## src/rtl/tmr_pkg.sv

```systemverilog
// Shared encodings and helpers for the TMR fault injector and its LFSR source.
package tmr_pkg;

    typedef enum logic [1:0] {
        MODE_OFF  = 2'b00,
        MODE_FLIP = 2'b01,
        MODE_SA0  = 2'b10,
        MODE_SA1  = 2'b11
    } fault_mode_e;

    typedef enum logic [1:0] {
        LANE_NONE = 2'b00,
        LANE_A    = 2'b01,
        LANE_B    = 2'b10,
        LANE_C    = 2'b11
    } fault_lane_e;

    typedef enum logic [1:0] {
        ST_IDLE  = 2'b00,
        ST_ARM   = 2'b01,
        ST_FAULT = 2'b10
    } inj_state_e;

    localparam logic [7:0] LFSR_SEED = 8'h01;
    // Taps 8,6,5,4 expressed as bit positions 7,5,4,3 of the state register.
    localparam logic [7:0] LFSR_TAPS = 8'b1011_1000;

    function automatic logic [7:0] lfsr_next(input logic [7:0] state);
        return {state[6:0], ^(state & LFSR_TAPS)};
    endfunction

    function automatic logic apply_fault(input logic s, input fault_mode_e mode);
        logic r;
        case (mode)
            MODE_FLIP: r = ~s;
            MODE_SA0:  r = 1'b0;
            MODE_SA1:  r = 1'b1;
            default:   r = s;
        endcase
        return r;
    endfunction

endpackage

```

## src/rtl/tmr_lfsr8.sv

```systemverilog
// Free-running 8-bit Fibonacci LFSR; never reaches the all-zero state.
module tmr_lfsr8
    import tmr_pkg::*;
(
    input  logic clock,
    input  logic reset,
    output logic bit_o
);

    logic [7:0] state_q;

    // State register: reloads the seed on reset, otherwise advances every cycle.
    always_ff @(posedge clock) begin
        if (reset) begin
            state_q <= LFSR_SEED;
        end else begin
            state_q <= lfsr_next(state_q);
        end
    end

    assign bit_o = state_q[0];

endmodule

```

## src/rtl/tmr_fault_injector.sv

```systemverilog
// Drives three redundant lanes with one bit stream and corrupts a single lane
// on command after DELAY cycles, either for SEU_LEN cycles (flip) or until released (stuck).
module tmr_fault_injector
    import tmr_pkg::*;
#(
    parameter logic [3:0] DELAY   = 4'd4,
    parameter logic [3:0] SEU_LEN = 4'd1
) (
    input  logic       clock,
    input  logic       reset,
    input  logic       data_in,
    input  logic       src_sel,
    input  logic       inject,
    input  logic [1:0] fault_lane,
    input  logic [1:0] fault_mode,
    output logic       a_out,
    output logic       b_out,
    output logic       c_out,
    output logic       busy,
    output logic       fault_active,
    output logic [3:0] fault_count
);

    inj_state_e  state_q, state_d;
    logic [3:0]  cnt_q, cnt_d;
    fault_lane_e lane_q, lane_d;
    fault_mode_e mode_q, mode_d;
    logic [3:0]  count_q, count_d;
    logic        a_q, b_q, c_q;
    logic        a_d, b_d, c_d;
    logic        busy_q, active_q;
    logic        lfsr_bit_s;
    logic        src_s;

    tmr_lfsr8 u_lfsr (
        .clock (clock),
        .reset (reset),
        .bit_o (lfsr_bit_s)
    );

    assign src_s = src_sel ? lfsr_bit_s : data_in;

    // Next-state logic for the arm/fault sequencer, delay counter and fault tally.
    always_comb begin
        state_d = state_q;
        cnt_d   = cnt_q;
        lane_d  = lane_q;
        mode_d  = mode_q;
        count_d = count_q;
        case (state_q)
            ST_IDLE: begin
                if (inject && (fault_lane != LANE_NONE) && (fault_mode != MODE_OFF)) begin
                    lane_d  = fault_lane_e'(fault_lane);
                    mode_d  = fault_mode_e'(fault_mode);
                    cnt_d   = DELAY;
                    state_d = ST_ARM;
                end else begin
                    state_d = ST_IDLE;
                end
            end
            ST_ARM: begin
                if (cnt_q == 4'd1) begin
                    state_d = ST_FAULT;
                    cnt_d   = (mode_q == MODE_FLIP) ? SEU_LEN : 4'd0;
                    count_d = (count_q != 4'd15) ? (count_q + 4'd1) : count_q;
                end else begin
                    cnt_d = cnt_q - 4'd1;
                end
            end
            ST_FAULT: begin
                if (mode_q == MODE_FLIP) begin
                    if (cnt_q == 4'd1) begin
                        state_d = ST_IDLE;
                        cnt_d   = 4'd0;
                    end else begin
                        cnt_d = cnt_q - 4'd1;
                    end
                end else if (inject) begin
                    // Releasing inject is consumed; re-arming needs a fresh sample in IDLE.
                    state_d = ST_IDLE;
                end else begin
                    state_d = ST_FAULT;
                end
            end
            default: begin
                state_d = ST_IDLE;
                cnt_d   = 4'd0;
            end
        endcase
    end

    // Lane overlay keyed on the next state so corruption lines up with fault_active.
    always_comb begin
        a_d = src_s;
        b_d = src_s;
        c_d = src_s;
        if (state_d == ST_FAULT) begin
            case (lane_q)
                LANE_A:  a_d = apply_fault(src_s, mode_q);
                LANE_B:  b_d = apply_fault(src_s, mode_q);
                LANE_C:  c_d = apply_fault(src_s, mode_q);
                default: a_d = src_s;
            endcase
        end else begin
            a_d = src_s;
        end
    end

    // State and output registers.
    always_ff @(posedge clock) begin
        if (reset) begin
            state_q  <= ST_IDLE;
            cnt_q    <= 4'd0;
            lane_q   <= LANE_NONE;
            mode_q   <= MODE_OFF;
            count_q  <= 4'd0;
            a_q      <= 1'b0;
            b_q      <= 1'b0;
            c_q      <= 1'b0;
            busy_q   <= 1'b0;
            active_q <= 1'b0;
        end else begin
            state_q  <= state_d;
            cnt_q    <= cnt_d;
            lane_q   <= lane_d;
            mode_q   <= mode_d;
            count_q  <= count_d;
            a_q      <= a_d;
            b_q      <= b_d;
            c_q      <= c_d;
            busy_q   <= (state_d != ST_IDLE);
            active_q <= (state_d == ST_FAULT);
        end
    end

    assign a_out        = a_q;
    assign b_out        = b_q;
    assign c_out        = c_q;
    assign busy         = busy_q;
    assign fault_active = active_q;
    assign fault_count  = count_q;

endmodule

```

## config.mk

```make
export PLATFORM = sky130hd
export DESIGN_NAME = tmr_fault_injector
export DESIGN_NICKNAME = d
export VERILOG_FILES = /design/src/rtl/tmr_pkg.sv /design/src/rtl/tmr_lfsr8.sv /design/src/rtl/tmr_fault_injector.sv
export SDC_FILE = /design/constraint.sdc
export NUM_CORES = 1
export LEC_CHECK = 0
export ABC_AREA = 1
export CAP_MARGIN = 20
export CORE_ASPECT_RATIO = 0.5
export CORE_UTILIZATION = 30
export DETAILED_ROUTE_END_ITERATION = 8
export DONT_BUFFER_PORTS = 1
export GPL_ROUTABILITY_DRIVEN = 0
export GPL_TIMING_DRIVEN = 0
export PLACE_DENSITY = 0.46
export REMOVE_ABC_BUFFERS = 1
export SLEW_MARGIN = 20
export SYNTH_ARGS = -nofsm -noshare
export SYNTH_HDL_FRONTEND = slang
export SYNTH_SLANG_ARGS = --single-unit
```

## constraint.sdc

```tcl
create_clock -name clock -period 1.36 [get_ports clock]
set_clock_uncertainty 0.05 [all_clocks]
set_input_delay 0.272 -clock clock [delete_from_list [all_inputs] [get_ports clock]]
set_output_delay 0.272 -clock clock [all_outputs]
set_load 0.005 [all_outputs]
```

-- Word-level counts from Yosys, hierarchy flattened
Cells that the tools add are included.
- register bits: 27
- output and inout bits: 9
- logic and storage cells: 57
- $add $sub $neg: 2
- equality and inequality tests: 13
- bitwise gates (word level): 1
- reduce and logical (&&, ||, !) cells: 10
- muxes and demuxes: 20
- operator list (operator ; count):
    $mux W4 ; 4
    $eq A2 B2 Y1 const B ; 6
    $pmux W4 S3 ; 1
    $mux W1 ; 9
    $mux W2 ; 4
    $reduce_xor A8 Y1 ; 1
    $eq A2 B1 Y1 const B ; 3
    $pmux W2 S3 ; 1
    $reduce_bool A2 Y1 ; 3
    $add A4 B1 Y4 const B ; 1
    $eq A4 B1 Y1 const B ; 1
    $ne A2 B2 Y1 const B ; 2
    $ne A4 B4 Y1 const B ; 1
    $reduce_and A2 Y1 ; 2
    $sub A4 B1 Y4 const B ; 1
    $pmux W1 S3 ; 1
    $reduce_and A3 Y1 ; 1
    $logic_and A1 B1 Y1 ; 2
    $logic_not A2 Y1 ; 1
    $not A1 Y1 ; 1

-- Depth between registers and ports, before layout
Gate-level depths: netlist of the first run.
- depth after elaboration: 7
- mapped depth: 9
- mapped depth without buffers: 9

-- Cells and area by module
Synthesis of the first run repeated with hierarchy kept, for this count alone.
- cells, all modules: 186
- area, all modules: 1271.2 um2
- modules (own cells, without submodules) (module ; times used ; area an instance (um2) ; cells each):
    tmr_fault_injector ; 1 ; 988.4 ; 146
    tmr_lfsr8 ; 1 ; 282.8 ; 40

-- Least setup slack after synthesis of the first run
Ideal clock, no wire load.
- path type: register to register
- from: register cnt_q[1]
- to: register a_q (netlist: a_out)
- stages on the path, launching flop included: 10
- required time: 1195 ps
- setup slack: 96 ps
- library setup time: 115 ps
- arrival time: 1099 ps
- period minus slack after synthesis: 1264 ps
- buffers on the path: 0
- cell sequence: dfxtp_1 inv_1 ha_1 nand2_8 nor2_4 inv_2 nand2_4 nand3_1 nand2_1 nor2_1
- cells in the longest elaborated chain, start to end: 6
- RTL lines (what ; RTL line ; RTL):
    start, declared ; tmr_fault_injector.sv:25 ; logic [3:0] cnt_q, cnt_d;
    start signal, assigned ; tmr_fault_injector.sv:124 ; cnt_q <= cnt_d;
    $eq A4 B1 Y1 * ; tmr_fault_injector.sv:62, tmr_fault_injector.sv:72 ;
    $mux W2 ; tmr_fault_injector.sv:72 ; if (cnt_q == 4'd1) begin
    $mux W2 ; tmr_fault_injector.sv:71 ; if (mode_q == MODE_FLIP) begin
    $pmux W2 S3 * ; tmr_fault_injector.sv:50 ; case (state_q)
    $eq A2 B2 Y1 * ; tmr_fault_injector.sv:97 ; if (state_d == ST_FAULT) begin
    $mux W1 * ; tmr_fault_injector.sv:97 ;
    end signal, assigned ; tmr_fault_injector.sv:117 ; a_q <= 1'b0;
    end signal, assigned ; tmr_fault_injector.sv:128 ; a_q <= a_d;
    end, declared ; tmr_fault_injector.sv:29 ; logic a_q, b_q, c_q;
Mark *: on every way between the ends. The rest lies on a longest branch, timed or not.
A chain may end at the register's enable or synchronous reset.

-- Final worst setup path of the first run
- from: register count_q[0] (netlist: fault_count[0])
- to: register count_q[0] (netlist: fault_count[0])
- cells in the longest elaborated chain, start to end: 2
- RTL lines (what ; RTL line ; RTL):
    start, declared ; tmr_fault_injector.sv:28 ; logic [3:0] count_q, count_d;
    start signal, assigned ; tmr_fault_injector.sv:127 ; count_q <= count_d;
    parallel branches: the longest is 2 deep, another holds $add A4 B1 Y4 ; n/a ;
Parallel ways; which one is timed is not known.

==> results of run 1 <==
==> area by class of cell <==
class | instances | area, µm² | area share
multi-input cells | 113 | 633.1 | 0.4454
flip-flops and latches | 27 | 546.8 | 0.3847
inverters | 29 | 108.9 | 0.07658
well taps | 54 | 67.56 | 0.04754
clock buffers | 4 | 45.04 | 0.03169
repair buffers | 2 | 20.02 | 0.01408
==> where the power goes <==
part	total, mW	internal (mW)	switching (mW)
clock	0.455	0.210	0.245
combinational	0.287	0.111	0.176
sequential	0.884	0.842	0.0423
==> critical path, delay by kind of cell (launching register included) <==
family | cells | cell delay [ps]
flip-flops | 1 | 360
adder cells (fa/ha/maj) | 1 | 240
AND/OR/NAND/NOR | 4 | 350
XOR/XNOR | 1 | 130
==> Yosys cell counts (all sizes together) <==
cell type / instances
a21oi: 14
clkbuf: 2
dfxtp: 27
ha: 3
inv: 29
nand2: 36
nand3: 11
nand4: 2
nor2: 30
nor3: 2
o21ai: 8
o21bai: 1
or2: 1
xnor2: 4
xor2: 1
==> per-stage QoR <==
step	setup TNS, ps	cells	hold slack, ps	instance area, µm²	power (mW)
6_report	0	229	16.38	1421	1.625
5_1_grt	-0.3189	229	3.258	1421	1.733
4_1_cts	0	228	0.5299	1385	1.628
3_5_place_dp	-52.99	223	289.3	1328	1.168
3_3_place_gp	-89.07	223	288.7	1328	1.165
2_1_floorplan	0	169	284.4	1260	1.118
==> cells by family after synthesis <==
kind of cell / share of synthesized area
AO/OA/AOI/OAI: 0.09576
adder cells (fa/ha/maj): 0.02962
XOR/XNOR: 0.03455
AND/OR/NAND/NOR: 0.3218
flip-flops: 0.4265
buffers and inverters: 0.09181
==> cell usage in the layout, fill, tap and decap left out, types with 2 or more instances in the layout <==
cell type	n
nor3_1	2
inv_1	22
nand2_1	30
o21ai_1	6
nor2_1	25
nor2_4	5
nand2_2	4
ha_1	2
dfxtp_2	2
dfxtp_1	24
a21oi_1	13
clkbuf_8	3
nand3_1	11
o21ai_0	2
dlygate4sd3_1	2
inv_2	7
xnor2_1	4
==> how the worst max path moves through the flow <==
| stage | startpoint | end | slack, ps | cells after the start |
|---|---|---|---|---|
| after floorplan | cnt_q[1] | a_out | 100 | 9 |
| after global placement | cnt_q[1] | b_out | -30 | 7 |
| after detailed placement | cnt_q[1] | c_out | -20 | 7 |
| after CTS | cnt_q[1] | b_out | 8 | 9 |
| after global routing | cnt_q[0] | cnt_q[1] | -0.3 | 6 |
| final | fault_count[0] | fault_count[0] | 100 | 6 |
==> registers in the layout, indices dropped and copies added (netlist names) <==
| name | count |
|---|---|
| a_out | 1 |
| b_out | 1 |
| busy | 1 |
| c_out | 1 |
| cnt_q | 4 |
| fault_active | 1 |
| fault_count | 4 |
| lane_q | 2 |
| mode_q | 2 |
| state_q | 2 |
| u_lfsr.state_q | 8 |
==> layer usage <==
layer / up-vias / share of wire
met5: - / 0
met4: 0 / 0.0059
met3: 2 / 0.022
met2: 5 / 0.44
met1: 418 / 0.53
li1: 534 / -
==> what timing repair did <==
item                                    CTS  global route
hold buffers                              1             1
hold endpoints to repair                  3             8
resized for setup                         1             8
endpoints found under the setup margin    3            11
==> impl_metrics.csv, run 1 <==
group,metric,value,unit
setup_path,reg2reg_from,"fault_count[0]",
sta,slew_headroom,0.7108,
die,core_area,3984,µm²
clock_network,path_clk_slew,80,ps
global_route,use_met3,0.04286,
clock_network,cts.sinks,27,
min_path,hp-class,"primary input to register",
setup_path,cp.arrival,1360,ps
min_path,hold_depth,1,
global_route,grtUsageMet2,0.1723,
setup_path,cp_max_fo,5,
clock_network,ctsHtreeMaxLevel,1,
clock_network,cts_buffer_depth,2,
clock_network,cts_buffers,3,
cells_and_area,utilization,0.3568,
sta,maxSlewViolCount,0,
setup_path,slowest_delay,360,ps
detailed_routing,post_drt_wl_per_cell,10.38,µm
detailed_routing,final_antenna_net_count,0,
setup_path,worst-setup-path-type,"register to register",
sta,final.period_utilization,0.9258,
yosys,synth_top_area_frac,0.4265,
global_route,grt_usage,0.1137,
yosys,synth_seq_cells,27,
global_route,overflow,0,
yosys,synth_seq_area_share,0.4265,
cells_and_area,syn_to_final_growth,12.14,%
detailed_routing,drt-total-wl,2378,µm
clock_network,clkLatencyLatePin,270,ps
sta,timing_hold_violations_final,0,
place,io_buffers,0,
die,ios,18,
setup_path,worstPathRequired,1460,ps
yosys,synth_top_area_cell,"dfxtp_1",
die,die_h,47.96,µm
global_route,grt-busiest-layer,"met2",
setup_path,critPathSlowestCell,"dfxtp_1",
place,pre_cts_ws,-21.90,ps
detailed_routing,drc,0,
clock_network,cts_tree,"built",
die,rows,16,
die,die-area,4504,µm²
place,dp_hpwl,1690,µm
setup_path,ff2ff_path_depth,6,
power,p_leak,0.6090,nW
cells_and_area,drive_above_1_share,0.1543,
setup_path,ff2ff_setup_slack,100,ps
yosys,synth.area.top_cells,"dfxtp_1, nand2_1, nor2_1",
sta,tightest_slew,433.3,ps
setup_path,start_kind,"register",
global_route,antenna_found_initial,0,
detailed_routing,first_pass_iters,4,
power,power_density,1143,nW/µm²
yosys,synth_cell_type_count,24,
power,peakVddDrop,540.9,µV
clock_network,clock-root-buffer,"clkbuf_8",
setup_path,path_cells,"ha_1 -> nand3_1 -> nand2_2 -> nor2_4 -> xnor2_1 -> nor2_1",
detailed_routing,vias,959,
yosys,yosysWarnings,0,
detailed_routing,via_per_inst,4.188,
global_route,grt_max_degree,15,
yosys,syn_area,1267,µm²
die,die_w,93.92,µm
job,cap_violations,0,
global_route,met1_usage,0.1515,
cells_and_area,antenna_cells,0,
yosys,avgSynthCellArea,7.412,µm²
setup_path,critPathCaptureType,"register",
sta,worst_slack,100.9,ps
detailed_routing,first_iter_violations,29,
sta,period_minus_slack,1259,ps
cells_and_area,finalNetCount,188,
cells_and_area,fillers,439,
global_route,grt_pass1_wl,3753,µm
min_path,worstHoldEndpoint,"u_lfsr.state_q[3]",
run_status,outcome,"finished, final reports clean",
die,start_util,0.3182,
clock_network,post_cts_buffers,0,
setup_path,worstReg2RegEnd,"fault_count[0]",
global_route,grt_pass1_vias,796,
min_path,min_from,"reset",
sta,fmax,0.7942,GHz
yosys,syn_inst,171,
sta,setup_viol,0,
(Power assumes the default switching activity.)
==> inputs of run 2 (changes only) <==
--- a/config.mk
+++ b/config.mk
@@ -13,7 +13,6 @@
 export DONT_BUFFER_PORTS = 1
 export GPL_ROUTABILITY_DRIVEN = 0
 export GPL_TIMING_DRIVEN = 0
-export PLACE_DENSITY = 0.46
 export REMOVE_ABC_BUFFERS = 1
 export SLEW_MARGIN = 20
 export SYNTH_ARGS = -nofsm -noshare
==> impl_metrics.csv, run 2 (same netlist as run 1, synthesis figures left out) <==
group,metric,value,unit
run_status,outcome,"finished, final reports clean",
setup_path,worstPathRequired,1470,ps
global_route,grt_usage,0.1089,
die,die_h,47.96,µm
detailed_routing,vias,1005,
setup_path,start_kind,"register",
detailed_routing,final_antenna_net_count,0,
cells_and_area,drive_above_1_share,0.1620,
cells_and_area,largest_reg_flops,8,
die,start_util,0.3182,
cells_and_area,regMostFlops,"u_lfsr.state_q",
clock_network,cts_buffers,3,
cells_and_area,finalNetCount,192,
detailed_routing,drt-total-wl,2346,µm
cells_and_area,final_common_cell,"nand2_1",
global_route,overflow,0,
detailed_routing,first_pass_iters,4,
sta,slew_headroom,0.7161,
setup_path,cp.arrival,1380,ps
sta,period_minus_slack,1274,ps
clock_network,post_cts_buffers,0,
job,cap_violations,0,
setup_path,reg2reg_from,"fault_count[0]",
sta,setup_viol,0,
setup_path,worst-path-buf-inv,0,
detailed_routing,highest_layer,"met4",
setup_path,cp_top_family,"simple AND/OR/NAND/NOR gates",
clock_network,cts_buffer_depth,2,
cells_and_area,final_cell_mix,"nand2_1, nor2_1, dfxtp_1",
sta,final.period_utilization,0.9364,
place,io_buffers,0,
sta,rsz0062_at_grt,"yes",
setup_path,path_cells,"ha_1 -> nand3_1 -> nand2_2 -> nor2_4 -> xnor2_1 -> nor2_1",
min_path,min_from,"reset",
sta,timing_hold_violations_final,0,
detailed_routing,met2WireLength,1146,µm
sta,tightest_slew,425.5,ps
global_route,grt_pass1_wl,3663,µm
die,ios,18,
setup_path,worst-setup-path-type,"register to register",
clock_network,ctsHtreeMaxLevel,1,
clock_network,clkLatencyLatePin,270,ps
die,die-area,4504,µm²
sta,worst_slack,86.47,ps
cells_and_area,syn_to_final_growth,15.50,%
place,pre_cts_ws,-24.62,ps
power,p_leak,0.6335,nW
sta,finalSetupTns,0,ps
detailed_routing,drc,0,
sta,holdWs,59.33,ps
clock_network,clock-root-buffer,"clkbuf_8",
die,rows,16,
detailed_routing,wl_met3,87,µm
setup_path,cp_max_fo,5,
clock_network,cts_tree,"built",
detailed_routing,wl_met1,1064,µm
setup_path,critPathSlowestCell,"dfxtp_2",
power,power_density,1120,nW/µm²
detailed_routing,post_drt_wl_per_cell,10.07,µm
global_route,antenna_found_initial,0,
clock_network,cts.sinks,27,
sta,maxSlewViolCount,0,
global_route,grt_pass1_vias,865,
sta,fmax,0.7852,GHz
cells_and_area,antenna_cells,0,
place,dp_hpwl,1661,µm
setup_path,crit_path_start,"fault_count[0]",
place,place_inst,223,
die,core_area,3984,µm²
place,placed_area,1328,µm²
cells_and_area,finish.instance_area,1464,µm²
power,peakVddDrop,470.8,µV
setup_path,critPathCaptureType,"register",
global_route,grt_max_degree,17,
cells_and_area,layout.cells.non_filler,233,
detailed_routing,via_per_inst,4.313,
min_path,hp-class,"primary input to register",
detailed_routing,first_iter_violations,16,
setup_path,slowest_delay,360,ps
clock_network,path_clk_slew,90,ps
die,die_w,93.92,µm
## run 2: cell count changes in the layout (fill, tap and decap cells not counted)
cell	delta
dfxtp_2	+2
clkbuf_1	-1
dfxtp_4	-1
clkinvlp_4	+1
dfxtp_1	-1
dlygate4sd3_1	+4
## run 2: path summary, 6_finish.rpt
| kind | endpoint | slack [ps] | cells after the start |
|---|---|---|---|
| hold reg to reg | u_lfsr.state_q[5] | 400 | 2 |
| setup / recovery | fault_count[0] | 90 | 6 |
| setup reg to reg | fault_count[0] | 90 | 6 |
| hold / removal | u_lfsr.state_q[0] | 60 | 2 |
## run 2: where the power goes
part / switching, mW / internal, mW
sequential: 0.0426 / 0.842
clock: 0.255 / 0.208
combinational: 0.177 / 0.117
## run 2: repair_timing
item	in CTS	in global routing
hold buffers	1	5
endpoints found under the hold margin	2	11
resized for setup	1	8
pin swaps	0	1
endpoints found under the setup margin	3	5
## run 2: worst reg2reg max path: stages (launching register included)
cell and delay, ps:
dfxtp_2 360, ha_1 230, nand3_1 100, nand2_2 70, nor2_4 170, xnor2_1 140
nor2_1 50
## run 2: area by class of cell
cell class / instances / area [µm²]
Inverter: 29 / 108.9
Tap cell: 54 / 67.56
Clock inverter: 1 / 7.507
Sequential cell: 27 / 545.5
Fill cell: 413 / 2520
Timing Repair Buffer: 6 / 60.06
Multi-Input combinational cell: 113 / 633.1
Clock buffer: 3 / 41.29
## run 2: metrics by stage
step                      total power [mW]  utilization
after floorplan                      1.118            -
after global placement               1.160       0.3332
after detailed placement             1.166       0.3332
after CTS                            1.636       0.3486
after global routing                 1.749       0.3675
final                                1.640       0.3675
## run 2: metal layers
metal	vias up	GRT usage
li1	541	-
met1	450	0.1202
met2	10	0.1985
met3	4	0.03968
met4	0	0.04923
met5	-	0
